### src/rtl/splash_painter.sv
// splash_painter
//
// Sweeps a WIDTH x HEIGHT framebuffer once per new screen request, issuing
// one VGA pixel write per clock. Title and game-over pixels come from an
// external synchronous image ROM; black-clear writes BG_COLOUR.
//
// Handshake: plot is a plain write strobe. Each cycle plot is high, the
// adapter must accept (x, y, colour). There is no back-pressure. done is a
// single-cycle pulse one cycle after the last pixel of a completed sweep.
//
// Ports
//   clk           system clock, rising edge
//   rst           asynchronous, active-low reset
//   showTitle     request: paint title image
//   showGameOver  request: paint game-over image
//   drawBlack     request: clear screen to BG_COLOUR
//   rom_data      ROM pixel colour, valid one cycle after rom_addr
//   rom_addr      pixel index py*WIDTH+px into the selected image
//   rom_sel       0 = title image, 1 = game-over image
//   x, y          VGA write coordinate
//   colour        VGA write colour
//   plot          VGA write enable
//   busy          high while a sweep (or its final flush) is in progress
//   done          one-cycle completion pulse
//   dbg_state     current FSM state (0 IDLE, 1 SWEEP, 2 FLUSH)
module splash_painter #(
  parameter int         WIDTH     = 160,
  parameter int         HEIGHT    = 120,
  parameter logic [2:0] BG_COLOUR = 3'b000
) (
  input  logic        clk,
  input  logic        rst,
  input  logic        showTitle,
  input  logic        showGameOver,
  input  logic        drawBlack,
  input  logic [2:0]  rom_data,
  output logic [14:0] rom_addr,
  output logic        rom_sel,
  output logic [7:0]  x,
  output logic [6:0]  y,
  output logic [2:0]  colour,
  output logic        plot,
  output logic        busy,
  output logic        done,
  output logic [1:0]  dbg_state
);

  typedef enum logic [1:0] {
    MODE_NONE     = 2'd0,
    MODE_TITLE    = 2'd1,
    MODE_GAMEOVER = 2'd2,
    MODE_BLACK    = 2'd3
  } mode_t;

  typedef enum logic [1:0] {
    ST_IDLE  = 2'd0,
    ST_SWEEP = 2'd1,
    ST_FLUSH = 2'd2
  } state_t;

  localparam logic [7:0]  PX_LAST = 8'(WIDTH - 1);
  localparam logic [6:0]  PY_LAST = 7'(HEIGHT - 1);
  localparam logic [14:0] ADDR_W  = 15'(WIDTH);

  // Registered state
  state_t     state, state_n;
  mode_t      mode, mode_n;        // mode of the sweep in progress
  mode_t      painted, painted_n;  // last mode painted or being painted
  logic [7:0] px, px_n;
  logic [6:0] py, py_n;
  logic       done_n;
  logic       valid_n;

  // Output pipeline stage: aligns coordinates with the ROM's one-cycle latency
  logic [7:0] pipe_x;
  logic [6:0] pipe_y;
  logic       pipe_valid;
  logic       pipe_black;

  // Request decode, drawBlack has highest priority
  mode_t req;
  always_comb begin
    req = MODE_NONE;
    if (drawBlack)         req = MODE_BLACK;
    else if (showGameOver) req = MODE_GAMEOVER;
    else if (showTitle)    req = MODE_TITLE;
  end

  // State register
  always_ff @(posedge clk or negedge rst) begin
    if (!rst) state <= ST_IDLE;
    else      state <= state_n;
  end

  // Next-state and control
  always_comb begin
    state_n   = state;
    mode_n    = mode;
    painted_n = (req == MODE_NONE) ? MODE_NONE : painted;
    px_n      = px;
    py_n      = py;
    valid_n   = 1'b0;
    done_n    = 1'b0;

    case (state)
      ST_IDLE: begin
        if (req != MODE_NONE && req != painted) begin
          state_n   = ST_SWEEP;
          mode_n    = req;
          painted_n = req;
          px_n      = 8'd0;
          py_n      = 7'd0;
        end
      end

      ST_SWEEP: begin
        if (req == MODE_NONE) begin
          // Abort: the pixel currently at the ROM is dropped
          state_n = ST_IDLE;
        end else if (req != mode) begin
          // Restart in the new mode; in-flight pixel dropped
          state_n   = ST_SWEEP;
          mode_n    = req;
          painted_n = req;
          px_n      = 8'd0;
          py_n      = 7'd0;
        end else begin
          valid_n = 1'b1;
          if (px == PX_LAST) begin
            px_n = 8'd0;
            if (py == PY_LAST) begin
              // Hold the counters on the last pixel so rom_addr never
              // runs past the end of the image
              px_n    = px;
              state_n = ST_FLUSH;
            end else begin
              py_n = py + 7'd1;
            end
          end else begin
            px_n = px + 8'd1;
          end
        end
      end

      ST_FLUSH: begin
        if (req == MODE_NONE) begin
          state_n = ST_IDLE;
        end else if (req != mode) begin
          state_n   = ST_SWEEP;
          mode_n    = req;
          painted_n = req;
          px_n      = 8'd0;
          py_n      = 7'd0;
        end else begin
          // Final pixel leaves the pipeline this cycle; done follows
          done_n  = 1'b1;
          state_n = ST_IDLE;
        end
      end

      default: begin
        state_n = ST_IDLE;
      end
    endcase
  end

  // Datapath registers
  always_ff @(posedge clk or negedge rst) begin
    if (!rst) begin
      mode       <= MODE_NONE;
      painted    <= MODE_NONE;
      px         <= 8'd0;
      py         <= 7'd0;
      done       <= 1'b0;
      pipe_x     <= 8'd0;
      pipe_y     <= 7'd0;
      pipe_valid <= 1'b0;
      pipe_black <= 1'b0;
    end else begin
      mode       <= mode_n;
      painted    <= painted_n;
      px         <= px_n;
      py         <= py_n;
      done       <= done_n;
      pipe_x     <= px;
      pipe_y     <= py;
      pipe_valid <= valid_n;
      pipe_black <= (mode == MODE_BLACK);
    end
  end

  // Outputs
  assign rom_addr  = 15'(py) * ADDR_W + 15'(px);
  assign rom_sel   = (mode == MODE_GAMEOVER);
  assign x         = pipe_x;
  assign y         = pipe_y;
  assign plot      = pipe_valid;
  // Colour is forced to zero while not plotting so it has a defined idle value
  assign colour    = pipe_valid ? (pipe_black ? BG_COLOUR : rom_data) : 3'b000;
  assign busy      = (state != ST_IDLE);
  assign dbg_state = state;

endmodule

### config.mk
export PLATFORM = sky130hd
export DESIGN_NAME = splash_painter
export DESIGN_NICKNAME = d
export VERILOG_FILES = /design/src/rtl/splash_painter.sv
export SDC_FILE = /design/constraint.sdc
export NUM_CORES = 1
export LEC_CHECK = 0
export ABC_CLOCK_PERIOD_IN_PS = 6800
export BUFFER_PORTS_ARGS = -buffer_cell sky130_fd_sc_hd__buf_2
export CAP_MARGIN = 20
export CORE_MARGIN = 5
export CORE_UTILIZATION = 24
export DETAILED_ROUTE_END_ITERATION = 8
export GPL_TIMING_DRIVEN = 0
export PLACE_DENSITY = 0.46
export SLEW_MARGIN = 15
export SYNTH_ARGS = -nofsm -noshare
export SYNTH_HDL_FRONTEND = slang
export SYNTH_SLANG_ARGS = --single-unit
### constraint.sdc
create_clock -name clk -period 6.8 [get_ports clk]
set_input_delay 0.34 -clock clk [delete_from_list [all_inputs] [get_ports clk]]
set_output_delay 0.34 -clock clk [all_outputs]
set_load 0.03 [all_outputs]
---- Yosys cells after proc, flatten, opt, wreduce, memory -nomap -nowiden ----
Index checks and enable logic that the tools add are counted.
storage, ports and cells
  logic and storage cells ................. 87
  flip-flop bits (word level) ............. 39
  bits of input ports ..................... 8
  output and inout bits ................... 39
operators by class
  add/subtract/negate cells ............... 3
  multiply operators ...................... 1
  mux-type cells .......................... 42
  eq/ne operators ......................... 19
  reduce and logical (&&, ||, !) cells .... 12
operator list
  kind                  number
  $mux 8                7
  $mux 7                7
  $mux 2                14
  $pmux 8 s3            1
  $pmux 7 s3            1
  $add 15x8->15         1
  $ne 4x4->1 const B    3
  $mul 7x3->10 const B  1
  $ne 2x2->1 const B    5
  $add 8x1->8 const B   1
  $eq 8x8->1 const B    1
  $pmux 2 s2            2
  $add 7x1->7 const B   1
  $eq 7x7->1 const B    1
  $mux 1                7
  $reduce_and 7->1      1
  $eq 2x2->1 const B    3
  $mux 3                2
  $ne 3x3->1 const B    2
  $pmux 2 s3            1
  $reduce_and 6->1      1
  $reduce_bool 2->1     3
  $logic_not 2->1       2
  $ne 2x2->1            2
  7 further kinds       7

---- Logic depth before layout (Yosys ltp) ----
Gate-level depths: netlist of the first run.
  word-level depth ........................ 8
  depth in mapped cells ................... 9
  gate-level depth less buffers ........... 9

---- Least setup slack after synthesis of the first run ----
No wires, ideal clock.
  path kind ............................... register -> output
  start ................................... register py[1]
  end ..................................... output rom_addr[12]
  data arrival time ....................... 2.720 ns
  stages on the path, launching flop included .. 8
  setup slack ............................. 3.740 ns
  data required time ...................... 6.460 ns
  cell sequence ........................... dfrtp_1 > ha_1 > ha_1 > fa_1 > xor2_1 > nand3_1 > or4_1 > xnor2_1
between the ends
  word-level cells in the longest chain between the ends .. 2
ends and longest elaborated chain
  what                    RTL line  source
  start, declared         70        logic [6:0] py, py_n;
  start signal, assigned  183       py <= py_n;
  $mul 7x3->10            193       assign rom_addr = 15'(py) * ADDR_W + 15'(px);
  $add 15x8->15           193
  end, declared           37        output logic [14:0] rom_addr,
No other way between the ends.

---- Final worst setup path of the first run ----
  start ................................... register py[3]
  end ..................................... output rom_addr[14]
Same word-level chain as after synthesis.

==> results of run 1 <==
[placed cells by master, fill, tap and decap left out, types with 4 or more instances in the layout]
cell type,count
a21o_1,4
a21oi_1,17
and2_1,6
and3_1,4
buf_2,46
buf_4,6
clkbuf_8,6
dfrtp_1,39
ha_1,20
inv_1,13
nand2_1,14
nand3_1,9
nor2_1,18
o21ai_0,18
o21ai_1,5
o31ai_1,7
xnor2_1,8
[per-stage QoR]
stage	instance area [µm²]	setup WS, ns	hold WS [ns]	std cells
4_1_cts	2850	3.14	0.203	426
3_3_place_gp	2730	3.51	0.445	418
5_1_grt	2850	2.93	0.249	426
2_1_floorplan	2330	3.74	0.0444	239
3_5_place_dp	2730	3.48	0.446	418
6_report	2850	3.20	0.169	426
[worst paths after layout]
| path | end | cells after the start | slack (ns) | from |
|---|---|---|---|---|
| max | rom_addr[14] | 10 | 3.20 | py[3] |
| min | mode[1] | 1 | 0.17 | rst |
| max reg2reg | py[3] | 9 | 4.64 | dbg_state[1] |
| min reg2reg | x[4] | 0 | 0.46 | px[4] |
| max in group asynchronous | y[2] | 1 | 6.06 | rst |
| min in group clk | x[4] | 0 | 0.46 | px[4] |
[cells by family after synthesis]
group | Yosys count | synth area share
adder cells (fa/ha/maj) | 22 | 0.124
XOR/XNOR | 11 | 0.0413
flip-flops | 39 | 0.418
multiplexers | 1 | 0.00483
buffers and inverters | 21 | 0.0434
AND/OR/NAND/NOR | 78 | 0.184
AO/OA/AOI/OAI | 67 | 0.183
[worst register-to-register path: cells and delay by family (launching register included)]
kind                       cells  cell delay, ns
AOI/OAI and AO/OA              2            0.67
DFF                            1            0.46
buffers and inverters          3            0.35
adders and majority gates      1            0.23
and+or+nand+nor                3            0.37
[state kept, by name (all words and copies together) (netlist names)]
signal,count
dbg_state,2
done,1
mode,2
painted,2
pipe_black,1
plot,1
px,8
py,7
x,8
y,7
[where the power goes]
group	switching, mW	internal, mW
Clock	0.0842	0.119
Sequential	0.0258	0.259
Combinational	0.167	0.0919
Total	0.277	0.469
[cell type report]
cell class,count,area [µm²],share of cell area
well taps,133,166,0.0584
repair buffers,46,230,0.0808
flip-flops and latches,39,976,0.343
inverters,13,48.8,0.0171
clock inverters,2,35.0,0.0123
clock buffers,6,82.6,0.0290
multi-input cells,179,1260,0.441
plain buffers,8,52.6,0.0185
[routing by layer]
metal / GRT usage / share of wire / vias up
met1: 0.119 / 0.44 / 885
met5: 0 / 0 / -
li1: - / - / 966
met4: 0.0243 / 0.0057 / 0
met3: 0.0239 / 0.038 / 5
met2: 0.177 / 0.52 / 21
==> results.md, run 1 <==
* Result of the run: completed
* Class of the tightest hold or removal check: in -> async
* Dominant cell type by count on the critical path: ha_1
* Starting density of the core at 0.242
* Yosys top cell area share at 0.418
* Cell taking the most area after synthesis: dfrtp_1
* Number of primary I/O pins at 47
* Die outline width at 109 µm
* CTS root buffer: clkbuf_8
* DP Wirelength at 4.01 mm
* Final min period at 3.60 ns
* Commonest cells in the netlist: 39 x dfrtp_1, 20 x ha_1, 18 x nor2_1, 18 x o21ai_0, 17 x a21oi_1
* Relative slew margins at 0.401
* Remaining antenna violation count after routing at 0
* MaxCap Viol Count at 0
* Cell area power density at 262 mW/mm²
* Placer Congestion at 0.752
* Arrival time at the worst endpoint at 3.26 ns
* Pin count of the biggest net entering global routing at 40
* Share of the cycle needed by the critical path after routing at 0.529
* Later-pin clock latency in the skew report at 0.29 ns
* Endpoints failing setup at 0
* Number of global-route vias before repair at 1967
* Diodes inserted at 0
* Cell type of the slowest stage on the worst timing path: dfrtp_1
* Total of flip-flops plus latches after synthesis at 39
* CTS-repair resized insts at 0
* Cell family with the largest share of critical-path delay: simple AND/OR/NAND/NOR gates
* Post-synthesis instance area at 0.00233 mm²
* Filler Cell Count at 1045
* Type of destination of the critical path: output port
* Total via count after detailed routing at 1877
* Number of buffers inserted to repair setup after CTS at 0
* Worst stage delay on the critical path at 0.52 ns
* Synth warn at 0
* Total negative setup slack at 0 ns
* H-tree depth at 2
* Final-stage net count at 322
* Ratio of cells with drive above 1 in the final layout at 0.225
* Worst clock skew at 0.0141 ns
* Setup repair after global routing missed its margin: no
* Synthesized area per cell at 9.76 µm²
* Final core utilization at 0.295
* Worst Path Max Fanout at 8
* Clock Pin Slew Worst Setup and Hold Paths at 0.08 ns
* Slew of the pin with the lowest slew margin at 0.898 ns
* Floorplan core area at 0.00964 mm²
* Power Total at 0.746 mW
* Largest voltage drop on the vdd net at 0.112 mV
* Category of the most critical setup path: reg -> out
* Hold buffers post-CTS at 0
* Number of sinks handled by clock tree synthesis at 39
* Pleak at 1.47 nW
* Share of synthesized flip-flops with an asynchronous set or reset at 1.00
* Peak clock frequency supported by timing at 278 MHz
* Instance count of the mapped netlist at 239
* Number of remaining DRC errors at 0
* Antenna violations before repair at 0
* Total number of placement rows at 36
* Nets in the synthesized netlist at 269
* Final hold viol count at 0
* Maximum clock path buffer count at 2
* Total wire length after detailed routing at 5.40 mm
* Area growth from synthesis to final layout at 22.0%
* Violation count after the first detailed-routing iteration at 75
* Total Die Area at 0.0118 mm²
* TritonCTS clock tree: yes
* Die Span Y at 109 µm
* Buffering stage count on the worst path with inverters included at 1
* Cells traversed along the worst timing path: ha_1 -> ha_1 -> fa_1 -> xor2_1 -> nand3_1 -> or4_1 -> nor3_1 -> o21ai_0 -> or3b_1 -> buf_2
* GR Util All Layers at 0.0988
* Pins over their slew limit at 0
* Worst Setup Start Kind: flop
* Seq/Total Area, Yosys at 0.418
* Unique masters post-synth at 50
* Global route overflow at 0
* Synth area leaders: dfrtp_1 42%, ha_1 11%, o21ai_0 3.9%, a21oi_1 3.6%, xnor2_1 3.0%
* Port Buf Inserts at 46
* Endpoint required time on the critical path at 6.46 ns
* Post-DR wirelength/cell at 12.7 µm
* Top_reg_cell synth: dfrtp_1
* Number of synthesized flops with an enable pin at 0
* First-pass GRT wire length at 9.40 mm
* Most used standard cell by instance count after synthesis: dfrtp_1
* Number of iterations in the first detailed-routing pass at 4
* Ratio of routed vias to standard cells at 4.41
* CTS buffer count at 5
Power figures use the tool's default switching activity.
==> run 2: changes to the inputs <==
--- a/config.mk
+++ b/config.mk
@@ -5,7 +5,7 @@
 export SDC_FILE = /design/constraint.sdc
 export NUM_CORES = 1
 export LEC_CHECK = 0
-export ABC_CLOCK_PERIOD_IN_PS = 6800
+export ABC_CLOCK_PERIOD_IN_PS = 3500
 export BUFFER_PORTS_ARGS = -buffer_cell sky130_fd_sc_hd__buf_2
 export CAP_MARGIN = 20
 export CORE_MARGIN = 5
==> constraint.sdc (replaced) <==
create_clock -name clk -period 3.5 [get_ports clk]
set_input_delay 0.175 -clock clk [delete_from_list [all_inputs] [get_ports clk]]
set_output_delay 0.175 -clock clk [all_outputs]
set_load 0.03 [all_outputs]
==> run 2 against run 1 <==
  * Final cell count increased by 0.23%
  * Count of clock-buffer cells in the layout did not move
  * Wire length hardly changed
  * Worst setup slack worse by 3.0 ns
  * Die area stayed put
  * Via count grew 0.75%
  * Utilization is 0.29 points higher
  * First-iteration DRC count rose by 31%
  * Total power is 94% higher
  * Non-clock buffer count increased by 1
  * Critical endpoint unchanged
  * Highest routed layer unchanged
==> results.md, run 2 (same netlist as run 1, synthesis figures left out) <==
* Area of placed instances at 0.00273 mm² (unchanged)
* Endpoint required time on the critical path at 3.32 ns (-3.14 ns)
* Area of all placed cells without fillers at 0.00288 mm² (+0.97%)
* Number of sinks handled by clock tree synthesis at 39 (unchanged)
* Area used by multi-input combinational logic at 0.00127 mm² (+1.4%)
* Number of iterations in the first detailed-routing pass at 4 (unchanged)
* Commonest cells after routing, fill and taps aside: 46 x buf_2, 37 x dfrtp_1, 20 x ha_1
* Maximum clock path buffer count at 2 (unchanged)
* Remaining antenna violation count after routing at 0 (unchanged)
* Worst clock skew at 0.0138 ns (-0.000362 ns)
* Endpoints failing setup at 0 (unchanged)
* Relative slew margins at 0.404 (+0.00283)
* Clock Pin Slew Worst Setup and Hold Paths at 0.08 ns (about the same)
* Die Span Y at 109 µm (unchanged)
* Total wire length after detailed routing at 5.40 mm (about the same)
* Worst stage delay on the critical path at 0.46 ns (-0.06 ns)
* GR Util All Layers at 0.0988 (unchanged)
* TritonCTS clock tree: yes
* Number of global-route vias before repair at 1967 (unchanged)
* Cell type of the slowest stage on the worst timing path: dfrtp_2
* Min Hold Slack at 0.00177 ns (-0.167 ns)
* Starting density of the core at 0.242 (unchanged)
* DP Wirelength at 4.01 mm (unchanged)
* Worst Path Max Fanout at 8 (unchanged)
* Type of destination of the critical path: output port
* Minimum setup slack among reg-to-reg paths at 1.33 ns (-3.31 ns)
* Total via count after detailed routing at 1891 (+0.75%)
* Area growth from synthesis to final layout at 23.2%
* Ratio of routed vias to standard cells at 4.43 (+0.51%)
* MaxCap Viol Count at 0 (unchanged)
* First-pass GRT wire length at 9.40 mm (unchanged)
* Cells traversed along the worst timing path: ha_1 -> ha_1 -> fa_1 -> xor2_2 -> nand3_1 -> or4_4 -> nor3_1 -> o21ai_0 -> or3b_1 -> buf_2
* Post-DR wirelength/cell at 12.6 µm (-0.33%)
* Dominant cell type by count on the critical path: ha_1
* Most common cell after layout, fill and taps aside: buf_2
* Number of remaining DRC errors at 0 (unchanged)
* Number of primary I/O pins at 47 (unchanged)
* Worst-case setup slack after placement at 0.345 ns (-3.13 ns)
* H-tree depth at 2 (unchanged)
* CTS root buffer: clkbuf_8
* Largest voltage drop on the vdd net at 0.217 mV (+93%)
* Peak clock frequency supported by timing at 305 MHz
* Total negative setup slack at 0 ns (unchanged)
* Worst Setup Start Kind: flop
* Slew of the pin with the lowest slew margin at 0.894 ns (-0.00424 ns)
* DP Cell Count at 418 (unchanged)
* Share of the cycle needed by the critical path after routing at 0.937
* Die outline width at 109 µm (unchanged)
* Pins over their slew limit at 0 (unchanged)
* Final min period at 3.28 ns
* Total Die Area at 0.0118 mm² (unchanged)
* Reg area at 978 µm² (+0.26%)
* Floorplan core area at 0.00964 mm² (unchanged)
* Total number of placement rows at 36 (unchanged)
* Violation count after the first detailed-routing iteration at 98 (+31%)
* Endpoint of the most critical register-to-register path: py[3]
* Filler Cell Count at 1042 (-0.29%)
* Layout Cells excl Fill at 427 (+0.23%)
* Ratio of cells with drive above 1 in the final layout at 0.245 (+0.0196)
* CTS buffer count at 5 (unchanged)
* Diodes inserted at 0 (unchanged)
* Result of the run: completed
* Category of the most critical setup path: reg -> out
* Placer Congestion at 0.752 (unchanged)
* Pleak at 1.48 nW (+0.22%)
* Final-stage net count at 323 (+0.31%)
* Global route overflow at 0 (unchanged)
* Worst-case reg-to-reg path depth at 9 (unchanged)
* Later-pin clock latency in the skew report at 0.29 ns (about the same)
* Pin count of the biggest net entering global routing at 40 (unchanged)
* Crit path setup slack, layout at 0.220 ns (-2.98 ns)
* Class of the tightest hold or removal check: in -> async
* Port Buf Inserts at 46 (unchanged)
* Cell area power density at 504 mW/mm² (+92%)
* Arrival time at the worst endpoint at 3.11 ns (-0.15 ns)
* Final hold viol count at 0 (unchanged)
* Antenna violations before repair at 0 (unchanged)
* RR Startpoint: dbg_state[1]
[run 2: area by class of cell]
type | count | area share
flip-flops and latches | 39 | 0.340
well taps | 133 | 0.0579
plain buffers | 8 | 0.0183
repair buffers | 47 | 0.0827
clock inverters | 2 | 0.0122
clock buffers | 6 | 0.0287
multi-input cells | 179 | 0.443
inverters | 13 | 0.0170
[run 2: worst max-delay path by stage]
stage | start | to | slack, ns | cells past startpoint
after floorplan | py[1] | rom_addr[12] | 0.61 | 7
after global placement | py[3] | rom_addr[14] | 0.37 | 10
after detailed placement | py[3] | rom_addr[14] | 0.35 | 10
after CTS | py[3] | rom_addr[14] | 0.007 | 10
after global routing | py[2] | rom_addr[14] | -0.001 | 9
final | py[1] | rom_addr[14] | 0.22 | 10
[run 2: repair_timing]
| item | CTS | global route |
|---|---|---|
| gates resized for setup | 0 | 5 |
| setup buffers | 0 | 1 |
| endpoints found under the setup margin | 0 | 1 |
| hold buffers | 0 | 0 |
| endpoints found under the hold margin | 0 | 0 |
[run 2: metrics by stage]
step / util / total power, mW
floorplan: - / 0.931
global placement: 0.283 / 1.07
detailed placement: 0.283 / 1.07
CTS: 0.295 / 1.47
global route: 0.298 / 1.56
finish: 0.298 / 1.45
[run 2: metal layers]
| metal | vias up | track usage | part of all wire | wire [µm] |
|---|---|---|---|---|
| met5 | - | 0 | 0 | 0 |
| met4 | 0 | 0.0243 | 0.0057 | 31 |
| met3 | 5 | 0.0239 | 0.038 | 207 |
| met2 | 23 | 0.177 | 0.52 | 2790 |
| met1 | 897 | 0.119 | 0.44 | 2370 |
| li1 | 966 | - | - | - |
[run 2: report_power, final]
part / switching, mW / leakage [nW] / internal, mW
logic: 0.323 / 0.891 / 0.179
registers: 0.0500 / 0.525 / 0.502
clock network: 0.163 / 0.0612 / 0.231
[run 2: worst max-delay path, delay by kind of cell, from the launching register on]
kind / cells / cell delay, ns
adder cells (fa/ha/maj): 3 / 0.99
flip-flops: 1 / 0.46
AO/OA/AOI/OAI: 1 / 0.09
buffers and inverters: 1 / 0.18
XOR/XNOR: 1 / 0.20
AND/OR/NAND/NOR: 4 / 0.90
==> run 3: changes to the inputs <==
--- a/config.mk
+++ b/config.mk
@@ -8,8 +8,10 @@
 export ABC_CLOCK_PERIOD_IN_PS = 3500
 export BUFFER_PORTS_ARGS = -buffer_cell sky130_fd_sc_hd__buf_2
 export CAP_MARGIN = 20
+export CORE_ASPECT_RATIO = 0.8
 export CORE_MARGIN = 5
 export CORE_UTILIZATION = 24
+export CTS_CLUSTER_SIZE = 10
 export DETAILED_ROUTE_END_ITERATION = 8
 export GPL_TIMING_DRIVEN = 0
 export PLACE_DENSITY = 0.46
==> run 3 against run 2 <==
  * Critical path type unchanged
  * Clock skew decreased by 0.0082 ns
  * Total power increased by 13%
  * Global-route usage decreased by 0.21 points
==> results.md, run 3 (same netlist as run 1, synthesis figures left out) <==
* Later-pin clock latency in the skew report at 0.28 ns (about the same)
* Type of destination of the critical path: output port
* Number of iterations in the first detailed-routing pass at 4 (unchanged)
* Commonest cells after routing, fill and taps aside: 46 x buf_2, 38 x dfrtp_1, 20 x ha_1
* TritonCTS clock tree: yes
* Cell type of the slowest stage on the worst timing path: dfrtp_1
* Total wire length after detailed routing at 5.41 mm (+0.22%)
* Routed wl met3 at 223 µm (+7.7%)
* Cell family with the largest share of critical-path delay: adder cells
* Final min period at 3.31 ns (+0.0324 ns)
* Worst-case reg-to-reg path depth at 9 (unchanged)
* Violation count after the first detailed-routing iteration at 93 (-5.1%)
* Pleak at 1.51 nW (+2.4%)
* Starting density of the core at 0.244 (+0.00177)
* Total negative setup slack at 0 ns (unchanged)
* Post-DR wirelength/cell at 13.1 µm (+3.4%)
* Ratio of cells with drive above 1 in the final layout at 0.241 (-0.00422)
* Total Die Area at 0.0118 mm² (+0.11%)
* Global route overflow at 0 (unchanged)
* Hold buffers post-CTS at 0 (unchanged)
* Total via count after detailed routing at 1890 (-0.053%)
* Wire length on met2 at 2.49 mm (-11%)
* Endpoints failing setup at 0 (unchanged)
* Relative slew margins at 0.404 (about the same)
* Number of sinks handled by clock tree synthesis at 39 (unchanged)
* Floorplan core area at 0.00957 mm² (-0.73%)
* Category of the most critical setup path: reg -> out
* Worst clock skew at 0.00552 ns (-0.00824 ns)
* Net switching share of the total power at 0.336 (-0.0349)
* Share of the cycle needed by the critical path after routing at 0.947 (+0.00925)
* Wire length on met1 at 2.66 mm (+12%)
* Arrival time at the worst endpoint at 3.14 ns (+0.03 ns)
* Minimum setup slack among reg-to-reg paths at 1.35 ns (+0.02 ns)
* Combinational share of power at 0.306 (-0.040)
* Power Total at 1.64 mW (+13%)
* DP Wirelength at 4.05 mm (+0.93%)
* Peak clock frequency supported by timing at 302 MHz (-0.98%)
* Antenna violations before repair at 0 (unchanged)
* Dominant cell type by count on the critical path: ha_1
* Total number of placement rows at 32 (-11%)
* CTS buffer count at 5 (unchanged)
* Cell area power density at 559 mW/mm² (+11%)
* Crit path setup slack, layout at 0.187 ns (-0.0324 ns)
* Worst Path Max Fanout at 8 (unchanged)
* Number of remaining DRC errors at 0 (unchanged)
* Endpoint of the most critical register-to-register path: py[3]
* H-tree depth at 2 (unchanged)
* First-pass GRT wire length at 9.32 mm (-0.81%)
* Worst stage delay on the critical path at 0.47 ns (about the same)
* GR Util All Layers at 0.0967 (-0.00211)
* Buffering stage count on the worst path with inverters included at 1 (unchanged)
* Final hold viol count at 0 (unchanged)
* Cells traversed along the worst timing path: ha_1 -> ha_1 -> fa_1 -> xor2_2 -> nand3_1 -> or4_4 -> nor3_1 -> o21ai_0 -> or3b_1 -> buf_2
* P_sw at 0.551 mW (+2.6%)
* Area growth from synthesis to final layout at 25.7%
* Most common cell after layout, fill and taps aside: buf_2
* Pin count of the biggest net entering global routing at 40 (unchanged)
* Die outline width at 120 µm (+11%)
* Worst Setup Start Kind: flop
* Ratio of routed vias to standard cells at 4.57 (+3.1%)
* Remaining antenna violation count after routing at 0 (unchanged)
* Maximum clock path buffer count at 2 (unchanged)
* Final-stage net count at 324 (+0.31%)
* Pins over their slew limit at 0 (unchanged)
* Reg power frac at 0.338 (-0.043)
* Internal power at 1.09 mW (+20%)
* Depth of the critical timing path with buffers and inverters included at 10 (unchanged)
* Clock Pin Slew Worst Setup and Hold Paths at 0.06 ns (-0.02 ns)
* Result of the run: completed
* Number of primary I/O pins at 47 (unchanged)
* RR Startpoint: dbg_state[0]
* Slew of the pin with the lowest slew margin at 0.894 ns (+0.000352 ns)
* Power share of the clock group at 0.356 (+0.084)
* Worst-case setup slack after placement at 0.352 ns (+0.00714 ns)
* Placer Congestion at 0.742 (-1.4%)
* Critical Path Sink: rom_addr[14]
* Port Buf Inserts at 46 (unchanged)
* CP Launch Point: py[1]
* MaxCap Viol Count at 0 (unchanged)
* Largest voltage drop on the vdd net at 0.270 mV (+24%)
* Highest signal layer in the routed design: met4
* Diodes inserted at 0 (unchanged)
* Class of the tightest hold or removal check: in -> async
* Endpoint required time on the critical path at 3.32 ns (about the same)
* CTS root buffer: clkbuf_16
* Die Span Y at 98.2 µm (-9.6%)
* Number of global-route vias before repair at 1814 (-7.8%)
==> run 3: cell count changes in the layout (fill, tap and decap cells not counted), sizes merged <==
cell      change
buf           +1
bufinv        +1
clkbuf        -1
clkinv        -1
clkinvlp      +1
==> run 3: routing by layer <==
metal / track usage / up-vias
met5: 0 / -
li1: - / 968
met2: 0.148 / 33
met1: 0.136 / 887
met3: 0.0261 / 2
met4: 0.0235 / 0
==> run 3: per-stage QoR <==
stage / instances / utilization / instance area, µm² / hold WS (ns)
floorplan: 239 / - / 2330 / -0.121
global placement: 404 / 0.283 / 2710 / 0.342
detailed placement: 404 / 0.283 / 2710 / 0.372
CTS: 412 / 0.304 / 2910 / 0.0670
global route: 414 / 0.306 / 2930 / 0.103
finish: 414 / 0.306 / 2930 / 0.0257
==> run 3: area by class of cell <==
| type | count | area [µm²] |
|---|---|---|
| buffer | 8 | 52.6 |
| clock buffer | 5 | 125 |
| clock inverter | 3 | 67.6 |
| fill | 976 | 6640 |
| inverter | 13 | 48.8 |
| multi-input combinational | 179 | 1270 |
| sequential | 39 | 977 |
| tap | 119 | 149 |
| timing repair buffer | 48 | 245 |
==> run 3: how the worst min path moves through the flow <==
stage / start / end / cells after the start
floorplan: rst / dbg_state[0] / 0
global placement: rst / mode[1] / 1
detailed placement: rst / mode[1] / 1
CTS: rst / x[7] / 1
global route: rst / x[7] / 1
finish: rst / mode[1] / 1
==> run 3: what timing repair did <==
action,in CTS,in global routing
resized for setup,0,3
hold endpoints to repair,0,0
setup buffers,0,2
setup endpoints to repair,0,1
==> run 3: power groups by stage <==
stage	registers, mW	logic (mW)	clock network, mW
after floorplan	0.589	0.341	0
after global placement	0.563	0.500	0
after detailed placement	0.565	0.502	0
after CTS	0.557	0.506	0.607
after global routing	0.569	0.555	0.631
final	0.555	0.502	0.584
